$ cat src/rtl/hps_io_initiator.sv
// FPGA-side initiator for the HPS I/O word-transfer bus: frames stream words
// under one select line, runs the io_clk/io_ack level handshake, returns io_dout.
module hps_io_initiator #(
    parameter int unsigned TIMEOUT = 65535,
    parameter int unsigned SETUP   = 1,
    parameter int unsigned GAP     = 4
) (
    input  logic        clk_sys,
    input  logic        reset,
    input  logic        cmd_valid,
    output logic        cmd_ready,
    input  logic [1:0]  cmd_sel,
    input  logic        cmd_last,
    input  logic [15:0] cmd_data,
    output logic        rsp_valid,
    output logic [15:0] rsp_data,
    output logic        rsp_timeout,
    output logic        frame_open,
    output logic [15:0] io_din,
    output logic        io_clk,
    output logic        io_uio,
    output logic        io_osd,
    output logic        io_fpga,
    input  logic        io_ack,
    input  logic [15:0] io_dout,
    input  logic        io_wide
);

    typedef enum logic [2:0] {
        ST_IDLE    = 3'd0,
        ST_SETUP   = 3'd1,
        ST_STROBE  = 3'd2,
        ST_RELEASE = 3'd3,
        ST_GAP     = 3'd4,
        ST_DROP    = 3'd5
    } state_t;

    localparam logic [15:0] SETUP_LAST = 16'(SETUP - 1);
    localparam logic [15:0] GAP_LAST   = 16'(GAP - 1);
    localparam logic [16:0] TIMEOUT_L  = 17'(TIMEOUT);

    // An 8-bit responder only ever sees or returns the low byte.
    function automatic logic [15:0] narrow(input logic [15:0] word, input logic wide);
        logic [15:0] res;
        if (wide) begin
            res = word;
        end else begin
            res = {8'h00, word[7:0]};
        end
        return res;
    endfunction

    state_t      state_r, state_nxt;
    logic [15:0] cnt_r, cnt_nxt;
    logic        last_r, last_nxt;
    logic        ack_meta_r, ack_sync_r;
    logic        cmd_ready_nxt, rsp_valid_nxt, rsp_timeout_nxt, frame_open_nxt;
    logic [15:0] rsp_data_nxt, io_din_nxt;
    logic        io_clk_nxt, io_uio_nxt, io_osd_nxt, io_fpga_nxt;
    logic        accept_s, wait_hit_s;

    assign accept_s   = cmd_valid & cmd_ready;
    assign wait_hit_s = (({1'b0, cnt_r} + 17'd1) == TIMEOUT_L);

    // Two-flop synchroniser for the asynchronous responder acknowledge.
    always_ff @(posedge clk_sys or posedge reset) begin
        if (reset) begin
            ack_meta_r <= 1'b0;
            ack_sync_r <= 1'b0;
        end else begin
            ack_meta_r <= io_ack;
            ack_sync_r <= ack_meta_r;
        end
    end

    // State register and all registered outputs.
    always_ff @(posedge clk_sys or posedge reset) begin
        if (reset) begin
            state_r     <= ST_IDLE;
            cnt_r       <= 16'd0;
            last_r      <= 1'b0;
            cmd_ready   <= 1'b0;
            rsp_valid   <= 1'b0;
            rsp_data    <= 16'd0;
            rsp_timeout <= 1'b0;
            frame_open  <= 1'b0;
            io_din      <= 16'd0;
            io_clk      <= 1'b0;
            io_uio      <= 1'b0;
            io_osd      <= 1'b0;
            io_fpga     <= 1'b0;
        end else begin
            state_r     <= state_nxt;
            cnt_r       <= cnt_nxt;
            last_r      <= last_nxt;
            cmd_ready   <= cmd_ready_nxt;
            rsp_valid   <= rsp_valid_nxt;
            rsp_data    <= rsp_data_nxt;
            rsp_timeout <= rsp_timeout_nxt;
            frame_open  <= frame_open_nxt;
            io_din      <= io_din_nxt;
            io_clk      <= io_clk_nxt;
            io_uio      <= io_uio_nxt;
            io_osd      <= io_osd_nxt;
            io_fpga     <= io_fpga_nxt;
        end
    end

    // Next-state and next-output logic for the transfer sequencer.
    always_comb begin
        state_nxt       = state_r;
        cnt_nxt         = cnt_r;
        last_nxt        = last_r;
        cmd_ready_nxt   = 1'b0;
        rsp_valid_nxt   = 1'b0;
        rsp_timeout_nxt = 1'b0;
        rsp_data_nxt    = rsp_data;
        frame_open_nxt  = frame_open;
        io_din_nxt      = io_din;
        io_clk_nxt      = io_clk;
        io_uio_nxt      = io_uio;
        io_osd_nxt      = io_osd;
        io_fpga_nxt     = io_fpga;

        case (state_r)
            ST_IDLE: begin
                if (accept_s) begin
                    last_nxt = cmd_last;
                    cnt_nxt  = 16'd0;
                    if (frame_open) begin
                        io_din_nxt = narrow(cmd_data, io_wide);
                        state_nxt  = ST_SETUP;
                    end else if (cmd_sel == 2'd0) begin
                        state_nxt = ST_DROP;
                    end else begin
                        io_din_nxt     = narrow(cmd_data, io_wide);
                        frame_open_nxt = 1'b1;
                        state_nxt      = ST_SETUP;
                        case (cmd_sel)
                            2'd1:    io_uio_nxt  = 1'b1;
                            2'd2:    io_osd_nxt  = 1'b1;
                            2'd3:    io_fpga_nxt = 1'b1;
                            default: io_uio_nxt  = 1'b0;
                        endcase
                    end
                end else begin
                    cmd_ready_nxt = 1'b1;
                end
            end

            ST_SETUP: begin
                if (cnt_r == SETUP_LAST) begin
                    io_clk_nxt = 1'b1;
                    cnt_nxt    = 16'd0;
                    state_nxt  = ST_STROBE;
                end else begin
                    cnt_nxt = cnt_r + 16'd1;
                end
            end

            ST_STROBE: begin
                if (ack_sync_r) begin
                    rsp_data_nxt = narrow(io_dout, io_wide);
                    io_clk_nxt   = 1'b0;
                    cnt_nxt      = 16'd0;
                    state_nxt    = ST_RELEASE;
                end else if (wait_hit_s) begin
                    io_clk_nxt      = 1'b0;
                    io_uio_nxt      = 1'b0;
                    io_osd_nxt      = 1'b0;
                    io_fpga_nxt     = 1'b0;
                    frame_open_nxt  = 1'b0;
                    rsp_valid_nxt   = 1'b1;
                    rsp_timeout_nxt = 1'b1;
                    rsp_data_nxt    = 16'd0;
                    cnt_nxt         = 16'd0;
                    state_nxt       = ST_GAP;
                end else begin
                    cnt_nxt = cnt_r + 16'd1;
                end
            end

            ST_RELEASE: begin
                if (!ack_sync_r) begin
                    rsp_valid_nxt = 1'b1;
                    cnt_nxt       = 16'd0;
                    if (last_r) begin
                        io_uio_nxt     = 1'b0;
                        io_osd_nxt     = 1'b0;
                        io_fpga_nxt    = 1'b0;
                        frame_open_nxt = 1'b0;
                        state_nxt      = ST_GAP;
                    end else begin
                        state_nxt = ST_IDLE;
                    end
                end else if (wait_hit_s) begin
                    io_clk_nxt      = 1'b0;
                    io_uio_nxt      = 1'b0;
                    io_osd_nxt      = 1'b0;
                    io_fpga_nxt     = 1'b0;
                    frame_open_nxt  = 1'b0;
                    rsp_valid_nxt   = 1'b1;
                    rsp_timeout_nxt = 1'b1;
                    rsp_data_nxt    = 16'd0;
                    cnt_nxt         = 16'd0;
                    state_nxt       = ST_GAP;
                end else begin
                    cnt_nxt = cnt_r + 16'd1;
                end
            end

            ST_GAP: begin
                if (cnt_r == GAP_LAST) begin
                    cnt_nxt   = 16'd0;
                    state_nxt = ST_IDLE;
                end else begin
                    cnt_nxt = cnt_r + 16'd1;
                end
            end

            // Illegal select on frame open: the word is consumed and refused.
            ST_DROP: begin
                rsp_valid_nxt   = 1'b1;
                rsp_timeout_nxt = 1'b1;
                rsp_data_nxt    = 16'd0;
                state_nxt       = ST_IDLE;
            end

            default: begin
                state_nxt = ST_IDLE;
            end
        endcase
    end

    hps_io_initiator_chk u_chk (
        .clk_sys     (clk_sys),
        .reset       (reset),
        .io_uio      (io_uio),
        .io_osd      (io_osd),
        .io_fpga     (io_fpga),
        .io_clk      (io_clk),
        .frame_open  (frame_open),
        .rsp_valid   (rsp_valid),
        .rsp_timeout (rsp_timeout)
    );

endmodule

// Protocol invariants of the initiator's bus outputs.
module hps_io_initiator_chk (
    input logic clk_sys,
    input logic reset,
    input logic io_uio,
    input logic io_osd,
    input logic io_fpga,
    input logic io_clk,
    input logic frame_open,
    input logic rsp_valid,
    input logic rsp_timeout
);

    a_sel_onehot: assert property (@(posedge clk_sys) disable iff (reset)
        $onehot0({io_uio, io_osd, io_fpga}));

    a_clk_in_frame: assert property (@(posedge clk_sys) disable iff (reset)
        io_clk |-> frame_open);

    a_timeout_qualified: assert property (@(posedge clk_sys) disable iff (reset)
        rsp_timeout |-> rsp_valid);

endmodule
$ cat config.mk
export PLATFORM = sky130hd
export DESIGN_NAME = hps_io_initiator
export DESIGN_NICKNAME = d
export VERILOG_FILES = /design/src/rtl/hps_io_initiator.sv
export SDC_FILE = /design/constraint.sdc
export NUM_CORES = 1
export LEC_CHECK = 0
export CAP_MARGIN = 20
export CELL_PAD_IN_SITES_DETAIL_PLACEMENT = 0
export CELL_PAD_IN_SITES_GLOBAL_PLACEMENT = 1
export CORE_ASPECT_RATIO = 1.2
export CORE_MARGIN = 10
export CORE_UTILIZATION = 30
export CTS_BUF_LIST = sky130_fd_sc_hd__clkbuf_4 sky130_fd_sc_hd__clkbuf_8
export DETAILED_ROUTE_END_ITERATION = 7
export PLACE_DENSITY = 0.77
export RECOVER_POWER = 100
export REMOVE_ABC_BUFFERS = 1
export SLEW_MARGIN = 20
export SYNTH_ARGS = -nofsm -noshare
export SYNTH_HDL_FRONTEND = slang
export SYNTH_HIERARCHICAL = 1
export SYNTH_SLANG_ARGS = --single-unit
export TNS_END_PERCENT = 50
$ cat constraint.sdc
create_clock -name clk_sys -period 4.7 [get_ports clk_sys]
set_input_delay 0.47 -clock clk_sys [delete_from_list [all_inputs] [get_ports clk_sys]]
set_output_delay 0.47 -clock clk_sys [all_outputs]
set_load 0.005 [all_outputs]
# After elaboration in Yosys (flattened, before gate mapping)
# Index checks and enable logic that the tools add are counted.
# totals
reg_bits,62
out_inout_bits,40
# op_classes
n_addsub,2
eq_ne,22
muxes,70
bitwise,1
n_reduce_logical,18
# op_table
operator,count
$mux 16,13
$pmux 16 s5,1
$pmux 16 s3,1
$mux 1,37
$mux 3,9
$pmux 1 s3,7
$reduce_and 7->1,3
$ne 2x2->1 const B,9
$add 16x1->17 const B,1
$eq 17x16->1 const B,1
$add 16x1->16 const B,1
$eq 16x2->1 const B,1
$logic_not 16->1,1
$pmux 3 s5,1
$reduce_and 3->1,3
$reduce_bool 3->1,3
$eq 3x2->1 const B,2
$eq 3x3->1 const B,2
$reduce_and 2->1,3
$reduce_bool 5->1,1
$eq 2x2->1 const B,2
$ne 2x1->1 const B,2
$reduce_and 4->1,1
$eq 3x1->1 const B,1
7 further kinds,7

# Logic depth before layout (Yosys ltp)
# Gate-level depths: netlist of the first run.
# depth
depth_word,7
ltp_mapped,10
ltp_nobuf,8

# Worst setup path before layout of the first run
# Ideal clock, no wire load.
# synth_timing
path_type,register -> register
start,reg cnt_r[0]
end,reg state_r[1]
setup_ns,0.136
t_arrival_ns,2.235
required_ns,4.564
slack_ns,2.329
stages_incl_launch_ff,10
path_buffers,1
synth_period_minus_slack_ns,2.371
cell_sequence,dfrtp_1 -> ha_1 -> and3_1 -> and3_1 -> buf_6 -> o221ai_2 -> or4b_4 -> maj3_2 -> nand2_1 -> a21oi_1
# synth_between
elab_chain_len,5
word_cells_on_any_way,11
classes_between,1 x add/sub; 4 x eq/ne; 4 x mux; 2 x reduce/logical
# synth_rtl
item,line_no,source
from (decl),54,"logic [15:0] cnt_r, cnt_nxt;"
from (signal assigned),94,cnt_r <= cnt_nxt;
$add 16x1->17,63,"assign wait_hit_s = (({1'b0, cnt_r} + 17'd1) == TIMEOUT_L);"
$eq 17x16->1,63,
$mux 3,-,
"$mux 3, on equally long branches",-,
$pmux 3 s5,-,
to (signal assigned),93,state_r <= state_nxt;
to (decl),53,"state_t state_r, state_nxt;"
# Several ways; a longest one is shown, not always the timed one.
# A chain may end at the register's enable or synchronous reset.

# Worst setup path in the final report of the first run
# layout_timing
start,reg cnt_r[0]
end,reg cnt_r[6]
# layout_between
elab_chain_len,5
word_cells_on_any_way,11
classes_between,2 x add/sub; 2 x eq/ne; 6 x mux; 1 x reduce/logical
# layout_rtl
item,line_no,source
$add 16x1->17,63,
$eq 17x16->1,63,
$mux 16,"167, 196",
"$mux 16, on equally long branches","184, 162",
$pmux 16 s5 *,125,case (state_r)
# Every way passes the cells marked *; elsewhere a longest branch is shown, timed or not.

==> results of run 1 <==
[flip-flops by register name (all words and copies together), names as in the netlist]
| name | count |
|---|---|
| last_r | 1 |
| rsp_timeout | 1 |
| io_uio | 1 |
| io_clk | 1 |
| io_osd | 1 |
| rsp_data | 16 |
| frame_open | 1 |
| state_r | 3 |
| ack_sync_r | 1 |
| io_fpga | 1 |
| rsp_valid | 1 |
| ack_meta_r | 1 |
| io_din | 16 |
| cmd_ready | 1 |
| cnt_r | 16 |
[layout make-up]
type	count	share of cell area, %
flip-flops and latches	62	37.2
multi-input cells	242	33.0
repair buffers	81	19.3
well taps	126	3.78
clock buffers	10	3.30
clock inverters	6	2.61
inverters	8	0.720
[power breakdown]
group          switching, mW  leakage (nW)  internal [mW]
sequential             0.133         0.810          0.704
combinational          0.458         0.988          0.435
clock                  0.219         0.126          0.366
total                  0.810          1.92           1.50
[worst reg2reg max path, stage by stage, from the launching register on]
cell      delay (ps)
dfrtp_1          460
ha_1             290
and3_1           220
and3_1           240
o221ai_1         280
nor4b_1          150
o21ai_1         1250
o221ai_1         310
nand2_1          140
[final timing paths]
path | depth (start not counted) | startpoint | slack, ps | end
min | 0 | ack_meta_r | 360 | ack_sync_r
min reg2reg | 0 | ack_meta_r | 360 | ack_sync_r
max reg2reg | 8 | cnt_r[0] | 1280 | cnt_r[6]
max in group asynchronous | 3 | reset | 3070 | cnt_r[2]
max | 8 | cnt_r[0] | 1280 | cnt_r[6]
min in group asynchronous | 2 | reset | 600 | rsp_data[15]
[per-layer routing]
layer  track usage [%]  wire length [um]
met1              12.9              3620
met2              19.3              4070
met4              5.75               123
met3              5.52               825
met5                 0                 0
[cell families (layout without fill, tap and decap cells)]
| logic type | after synthesis | count (layout) | share of synthesized area, % |
|---|---|---|---|
| AND/OR/NAND/NOR | 152 | 152 | 23.7 |
| AO/OA/AOI/OAI | 79 | 79 | 17.9 |
| flip-flops | 62 | 62 | 50.6 |
| buffers and inverters | 24 | 105 | 4.00 |
| multiplexers | 6 | 6 | 1.96 |
| adder cells (fa/ha/maj) | 4 | 4 | 1.59 |
| XOR/XNOR | 1 | 1 | 0.286 |
[stage by stage]
| step | instance area [um2] | power [mW] | worst slack [ps] | instances | hold WS (ps) |
|---|---|---|---|---|---|
| finish | 4170 | 2.31 | 1280 | 535 | 361 |
| global route | 4170 | 2.50 | 949 | 535 | 373 |
| CTS | 4190 | 2.42 | 1870 | 535 | 367 |
| detailed placement | 3950 | 1.81 | 1900 | 519 | 342 |
| global placement | 3940 | 1.79 | 1870 | 519 | 338 |
| floorplan | 2980 | 1.31 | 2290 | 312 | 331 |
[synthesized netlist by cell type, drive strengths merged, types with 5 or more instances]
| cell | n |
|---|---|
| a21oi | 20 |
| a22o | 20 |
| and3 | 6 |
| buf | 8 |
| clkbuf | 8 |
| dfrtp | 62 |
| inv | 8 |
| mux2i | 6 |
| nand2 | 72 |
| nand2b | 6 |
| nand3 | 20 |
| nor2 | 22 |
| nor3 | 5 |
| o21ai | 18 |
==> impl_metrics.json, run 1 <==
{
  "outcome": "finished, violations left",
  "failed_checks": "capacitance limit, slew limit",
  "max_stage_delay_ps": 1250,
  "slew_violations": 26,
  "io_buffers": 79,
  "yosys-top-cells-area": "dfrtp_1 51%, nand2_1 8.8%, a22o_1 5.7%",
  "diodes": 0,
  "crit_type": "reg2reg",
  "arrival_ps": 3710,
  "syn_inst": 328,
  "vias_per_cell": 5.00,
  "clk_pin_slew_ps": 70,
  "first_iter_violations": 126,
  "rsz0062_at_grt": "false",
  "fin_nets": 447,
  "first_global_vias": 2833,
  "ys_ff_latch": 62,
  "die_w_um": 112,
  "totalWireLength_mm": 8.65,
  "layout_commonest_cell": "nand2_1",
  "synth_top_flop_cell": "dfrtp_1",
  "cts.sinks": 62,
  "initial_core_util_pct": 30.6,
  "worst-path-buf-inv": 0,
  "holdCritPathClass": "reg2reg",
  "crit_path_top_delay_cell": "o21ai_1",
  "wl_per_cell_um": 16.2,
  "syn_area_per_cell_um2": 9.35,
  "timing.final.crit_share_pct": 72.8,
  "antenna_found_initial": 0,
  "ctsResizeCount": 0,
  "leakagePower_nw": 1.92,
  "period_needed_ps": 3420,
  "layout-drive-gt1-share_pct": 6.36,
  "setup_viol": 0,
  "fin_skew_ps": 5.58,
  "synth-edff-count": 0,
  "cts_buffers": 9,
  "grt_pass1_wl_mm": 14.4,
  "row_count": 40,
  "hold_buffers": 0,
  "cp_top_family": "compound AO/OA/AOI/OAI gates",
  "ff_latch_area_um2": 1550,
  "fillers": 1022,
  "synth_top_area_share_pct": 50.6,
  "finalHoldViolations": 0,
  "powerDensity_nw_per_um2": 555,
  "tritoncts": "built",
  "track_usage_pct": 11.9,
  "cts_root_buf": "clkbuf_8",
  "core_um2": 10000,
  "drc": 0,
  "cts_htree_levels": 3,
  "cts_max_path_buffers": 2,
  "fin_util_pct": 41.7,
  "syn_to_final_growth_pct": 35.9,
  "crit_chain": "ha_1 -> and3_1 -> and3_1 -> o221ai_1 -> nor4b_1 -> o21ai_1 -> o221ai_1 -> nand2_1",
  "chipHeight_um": 131,
  "max_freq_ghz": 0.292,
  "postRouteAntennaNets": 0,
  "dieArea_um2": 14700,
  "required_ps": 4980,
  "syn_area_um2": 3070,
  "maxCapViolCount": 1,
  "yosysWarnings": 6,
  "dr_total_vias": 2677,
  "setup_tns_ps": 0,
  "dr.pass1.iters": 4,
  "vdd_drop_max_mv": 0.267,
  "maxSlewHeadroom_pct": -9.72,
  "clk_latency_ps": 350,
  "ios": 80,
  "synth_top_area_cell": "dfrtp_1",
  "ys_types": 51,
  "endpoint_kind": "register",
  "overflow": 0,
  "critPathLaunchType": "register",
  "tightest_slew_ps": 1630,
  "post_cts_buffers": 0,
  "multiInputGateArea_um2": 1380,
  "gp_congestion": 0.830,
  "synth_seq_area_share_pct": 50.6,
  "final_cell_mix": "72 x nand2_1, 62 x dfrtp_1, 42 x dlygate4sd3_1, 37 x clkdlybuf4s50_1, 22 x nor2_1",
  "dp_hpwl_mm": 6.37,
  "cp_max_fo": 25,
  "postSynth.asyncResetShare_pct": 100,
  "grt_max_degree": 50
}
No activity file was read; power rests on OpenSTA's default activity.
==> run 2, diff against run 1 <==
==> constraint.sdc (replaced) <==
create_clock -name clk_sys -period 3.2 [get_ports clk_sys]
set_input_delay 0.32 -clock clk_sys [delete_from_list [all_inputs] [get_ports clk_sys]]
set_output_delay 0.32 -clock clk_sys [all_outputs]
set_load 0.005 [all_outputs]
==> run 2 against run 1 <==
The flow still finishes with violations (capacitance limit, slew limit). Worst setup slack got worse by 830 ps. Final area about the same. Utilization about the same. First-iteration DRC count decreased by 21%. Power increased by 44%. Clock power increased by 34%. Maximum frequency increased by 24%. Flip-flop and latch count unchanged. Final cell count increased by 0.19%. Critical path depth unchanged. Critical path type unchanged. Combinational power increased by 47%.
==> impl_metrics.json, run 2 (synthesized netlist as in run 1, its figures left out) <==
{
  "outcome": "finished, violations left",
  "failed_checks": "capacitance limit, slew limit",
  "worst-path-buf-inv": 0,
  "arrival_ps": 3040,
  "crit_path_top_delay_cell": "o21ai_2",
  "grt_pass1_wl_mm": 14.2,
  "first_global_vias": 2768,
  "die_w_um": 112,
  "setup_viol": 0,
  "cp_max_fo": 25,
  "totalWireLength_mm": 8.62,
  "cts_htree_levels": 3,
  "critPathMostFrequentCell": "and3_1",
  "gp_congestion": 0.819,
  "reg2reg_depth": 8,
  "vias_per_cell": 4.94,
  "ctsResizeCount": 0,
  "grt_max_degree": 63,
  "period_needed_ps": 2750,
  "clk_latency_ps": 350,
  "maxSlewHeadroom_pct": -1.84,
  "cts_root_buf": "clkbuf_8",
  "reg.largest.list": "cnt_r (16), io_din (16), rsp_data (16)",
  "clk_pin_slew_ps": 80,
  "cp.depth": 8,
  "hold_depth": 0,
  "holdCritPathClass": "reg2reg",
  "timing.final.crit_share_pct": 86.0,
  "initial_core_util_pct": 30.6,
  "fin_area_um2": 4170,
  "io_buffers": 79,
  "required_ps": 3490,
  "diodes": 0,
  "ios": 80,
  "fillers": 1018,
  "dpl_cell_area_um2": 3960,
  "tritoncts": "built",
  "syn_to_final_growth_pct": 35.9,
  "finalHoldViolations": 0,
  "cts.sinks": 62,
  "post_cts_buffers": 0,
  "fin_skew_ps": 15.7,
  "cts_buffers": 9,
  "max_freq_ghz": 0.363,
  "leakagePower_nw": 1.92,
  "rsz0062_at_grt": "false",
  "crit_chain": "ha_1 -> and3_1 -> and3_1 -> o221ai_2 -> nor4b_2 -> o21ai_2 -> o221ai_1 -> nand2_1",
  "row_count": 40,
  "endpoint_kind": "register",
  "cp_top_family": "compound AO/OA/AOI/OAI gates",
  "cts_max_path_buffers": 2,
  "dr.pass1.iters": 4,
  "max_stage_delay_ps": 740,
  "dp_hpwl_mm": 6.36,
  "layout-drive-gt1-share_pct": 7.56,
  "drc": 0,
  "postRouteAntennaNets": 0,
  "hold_buffers": 0,
  "tightest_slew_ps": 1530,
  "powerDensity_nw_per_um2": 797,
  "overflow": 0,
  "wl_per_cell_um": 16.1,
  "antenna_found_initial": 0,
  "chipHeight_um": 131,
  "track_usage_pct": 11.8,
  "core_um2": 10000,
  "vdd_drop_max_mv": 0.348,
  "hold_slack_ps": 355,
  "final_cell_mix": "72 x nand2_1, 62 x dfrtp_1, 42 x dlygate4sd3_1, 37 x clkdlybuf4s50_1, 22 x nor2_1",
  "dr_total_vias": 2650,
  "first_iter_violations": 100,
  "fin_nets": 448,
  "crit_type": "reg2reg",
  "setup_tns_ps": 0,
  "critPathLaunchType": "register",
  "slew_violations": 63,
  "maxCapViolCount": 1,
  "fin_util_pct": 41.7,
  "dieArea_um2": 14700,
  "layout_commonest_cell": "nand2_1"
}
[run 2: worst paths after layout]
path,startpoint,to,slack [ps]
setup / recovery,cnt_r[0],cnt_r[6],450
hold / removal,ack_meta_r,ack_sync_r,360
setup reg to reg,cnt_r[0],cnt_r[6],450
hold reg to reg,ack_meta_r,ack_sync_r,360
max in group asynchronous,reset,io_din[12],1350
min in group asynchronous,reset,rsp_data[9],950
[run 2: power breakdown]
group | switching (mW) | total (mW) | internal, mW
combinational | 0.668 | 1.31 | 0.641
sequential | 0.194 | 1.23 | 1.03
clock | 0.310 | 0.785 | 0.475
total | 1.17 | 3.32 | 2.15
[run 2: per-layer routing]
metal / vias up / wire length (um) / global-route usage [%]
met1: 1246 / 3470 / 12.4
met5: - / 0 / 0
li1: 1320 / - / -
met4: 0 / 135 / 4.11
met2: 74 / 4110 / 19.6
met3: 10 / 902 / 6.75
[run 2: final cells by class]
type	instances	area (um2)	share of cell area [%]
clock buffers	12	153	3.66
clock inverters	4	70.1	1.68
inverters	8	30.0	0.720
multi-input cells	242	1400	33.5
flip-flops and latches	62	1550	37.2
well taps	126	158	3.78
repair buffers	82	811	19.4
[run 2: per-stage QoR]
step | instances | setup slack (ps) | power, mW
5_1_grt | 536 | 159 | 3.59
2_1_floorplan | 312 | 788 | 1.92
3_5_place_dp | 520 | 439 | 2.65
3_3_place_gp | 520 | 381 | 2.64
6_report | 536 | 448 | 3.32
4_1_cts | 536 | 427 | 3.47
==> run 3, diff against run 2 <==
--- a/config.mk
+++ b/config.mk
@@ -12,7 +12,9 @@
 export CORE_MARGIN = 10
 export CORE_UTILIZATION = 30
 export CTS_BUF_LIST = sky130_fd_sc_hd__clkbuf_4 sky130_fd_sc_hd__clkbuf_8
+export CTS_CLUSTER_DIAMETER = 100
 export DETAILED_ROUTE_END_ITERATION = 7
+export GPL_TIMING_DRIVEN = 0
 export PLACE_DENSITY = 0.77
 export RECOVER_POWER = 100
 export REMOVE_ABC_BUFFERS = 1
==> run 3 against run 2 <==
Sequential share of layout area about the same. Wire length decreased by 2.0%. The run now ends clean. Combinational power hardly changed. Final area rose by 0.12%. First-iteration DRC count increased by 42%. Global-route usage is 0.15 points lower. Register-to-register slack worse by 120 ps. Via count rose by 1.9%. Die area did not move. Hold slack gained 4.3 ps.
==> impl_metrics.json, run 3 (synthesized netlist as in run 1, its figures left out) <==
{
  "tritoncts": "built",
  "vias_per_cell": 5.06,
  "crit_path_end": "cnt_r[6]",
  "grt_util_met2_pct": 18.5,
  "cp.depth": 8,
  "dieArea_um2": 14700,
  "min_from": "ack_meta_r",
  "critPathLaunchType": "register",
  "outcome": "finished, final reports clean",
  "clk_latency_ps": 350,
  "die_w_um": 112,
  "layout-drive-gt1-share_pct": 7.35,
  "rsz0062_at_grt": "false",
  "first_global_vias": 2802,
  "dp_hpwl_mm": 6.22,
  "setup_viol": 0,
  "holdCritPathClass": "reg2reg",
  "grt_max_degree": 39,
  "crit_chain": "ha_1 -> and3_1 -> and3_1 -> o221ai_2 -> nor4b_2 -> o21ai_2 -> o221ai_1 -> nand2_1",
  "fillers": 998,
  "tightest_slew_ps": 1060,
  "initial_core_util_pct": 30.6,
  "final_cell_mix": "72 x nand2_1, 62 x dfrtp_1, 42 x dlygate4sd3_1, 37 x clkdlybuf4s50_1, 22 x nor2_1",
  "syn_to_final_growth_pct": 36.1,
  "wl_per_cell_um": 15.8,
  "hold_slack_ps": 360,
  "ios": 80,
  "dp_slack_ps": 305,
  "dr_total_vias": 2700,
  "maxCapViolCount": 0,
  "core_um2": 10000,
  "diodes": 0,
  "critPathMostFrequentCell": "and3_1",
  "chipHeight_um": 131,
  "track_usage_pct": 11.7,
  "reg.largest.list": "cnt_r (16), io_din (16), rsp_data (16)",
  "cp-startpoint": "cnt_r[0]",
  "cts_htree_levels": 3,
  "endpoint_kind": "register",
  "overflow": 0,
  "layout_commonest_cell": "nand2_1",
  "antenna_found_initial": 0,
  "fin_area_um2": 4180,
  "gr-usage-met1_pct": 12.9,
  "busiest_layer": "met2",
  "required_ps": 3480,
  "io_buffers": 79,
  "cts_buffers": 9,
  "postRouteAntennaNets": 0,
  "clk_pin_slew_ps": 70,
  "row_count": 40,
  "arrival_ps": 3150,
  "rr_endpoint": "cnt_r[6]",
  "max_freq_ghz": 0.348,
  "maxSlewHeadroom_pct": 29.0,
  "multiInputGateArea_um2": 1410,
  "cts.sinks": 62,
  "dpl_cell_area_um2": 3960,
  "cts_root_buf": "clkbuf_8",
  "cp_top_family": "compound AO/OA/AOI/OAI gates",
  "use_met3_pct": 6.20,
  "totalWireLength_mm": 8.44,
  "setup_ws_ps": 328,
  "timing.final.crit_share_pct": 89.7,
  "stdcell_count": 534,
  "fin_nets": 446,
  "leakagePower_nw": 1.91,
  "ctsResizeCount": 0,
  "ff_latch_area_um2": 1550,
  "fin_skew_ps": 12.3,
  "cp_max_fo": 25,
  "first_iter_violations": 142,
  "dp_cells": 518,
  "post_cts_buffers": 0,
  "powerDensity_nw_per_um2": 798,
  "r2r_slack_ps": 330,
  "period_needed_ps": 2870,
  "vdd_drop_max_mv": 0.352,
  "gp_congestion": 0.750,
  "crit_path_top_delay_cell": "o21ai_2",
  "cts_max_path_buffers": 2,
  "dr.pass1.iters": 4,
  "crit_type": "reg2reg",
  "hold_buffers": 0,
  "setup_tns_ps": 0,
  "reg2reg_depth": 8,
  "r2r-start": "cnt_r[0]",
  "finalHoldViolations": 0,
  "drc": 0,
  "worst-path-buf-inv": 0,
  "max_stage_delay_ps": 780,
  "grt_pass1_wl_mm": 14.0,
  "slew_violations": 0
}
## run 3: changes by cell type in the layout (fill, tap and decap cells not counted), sizes merged
| cell | before | now |
|---|---|---|
| clkbuf | 13 | 12 |
| buf | 2 | 0 |
| clkinvlp | 0 | 2 |
| clkinv | 3 | 2 |
## run 3: layout make-up
cell class	count	share of cell area, %
Clock inverter	5	1.95
Sequential cell	62	37.2
Tap cell	126	3.78
Clock buffer	11	3.63
Inverter	8	0.749
Timing Repair Buffer	80	19.1
Multi-Input combinational cell	242	33.7
## run 3: worst reg2reg max path: cells and delay by family, from the launching register on
family / cells / cell delay, ps
and+or+nand+nor: 4 / 750
DFF: 1 / 460
AOI/OAI and AO/OA: 3 / 1320
adders and majority gates: 1 / 300
## run 3: routing by layer
layer	share of wire, %	vias to the layer above
met2	46	72
met1	42	1302
met4	1.7	0
li1	-	1313
met5	0	-
met3	10	13
## run 3: worst min path at each step
stage | to | slack, ps | cells after the start
2_1_floorplan | ack_sync_r | 330 | 0
3_3_place_gp | ack_sync_r | 340 | 0
3_5_place_dp | ack_sync_r | 340 | 0
4_1_cts | io_clk | 280 | 2
5_1_grt | ack_sync_r | 370 | 0
6_report | ack_sync_r | 360 | 0
## run 3: power by group
group          internal [mW]  switching [mW]  total, mW  leakage, nW
sequential              1.03           0.190       1.22        0.810
combinational          0.638           0.667       1.30        0.981
clock                  0.481           0.322      0.803        0.116
## run 3: per-stage QoR
| stage | util, % | total power [mW] |
|---|---|---|
| floorplan | - | 1.92 |
| global placement | 39.2 | 2.62 |
| detailed placement | 39.6 | 2.65 |
| CTS | 41.9 | 3.48 |
| global route | 41.7 | 3.60 |
| finish | 41.7 | 3.33 |
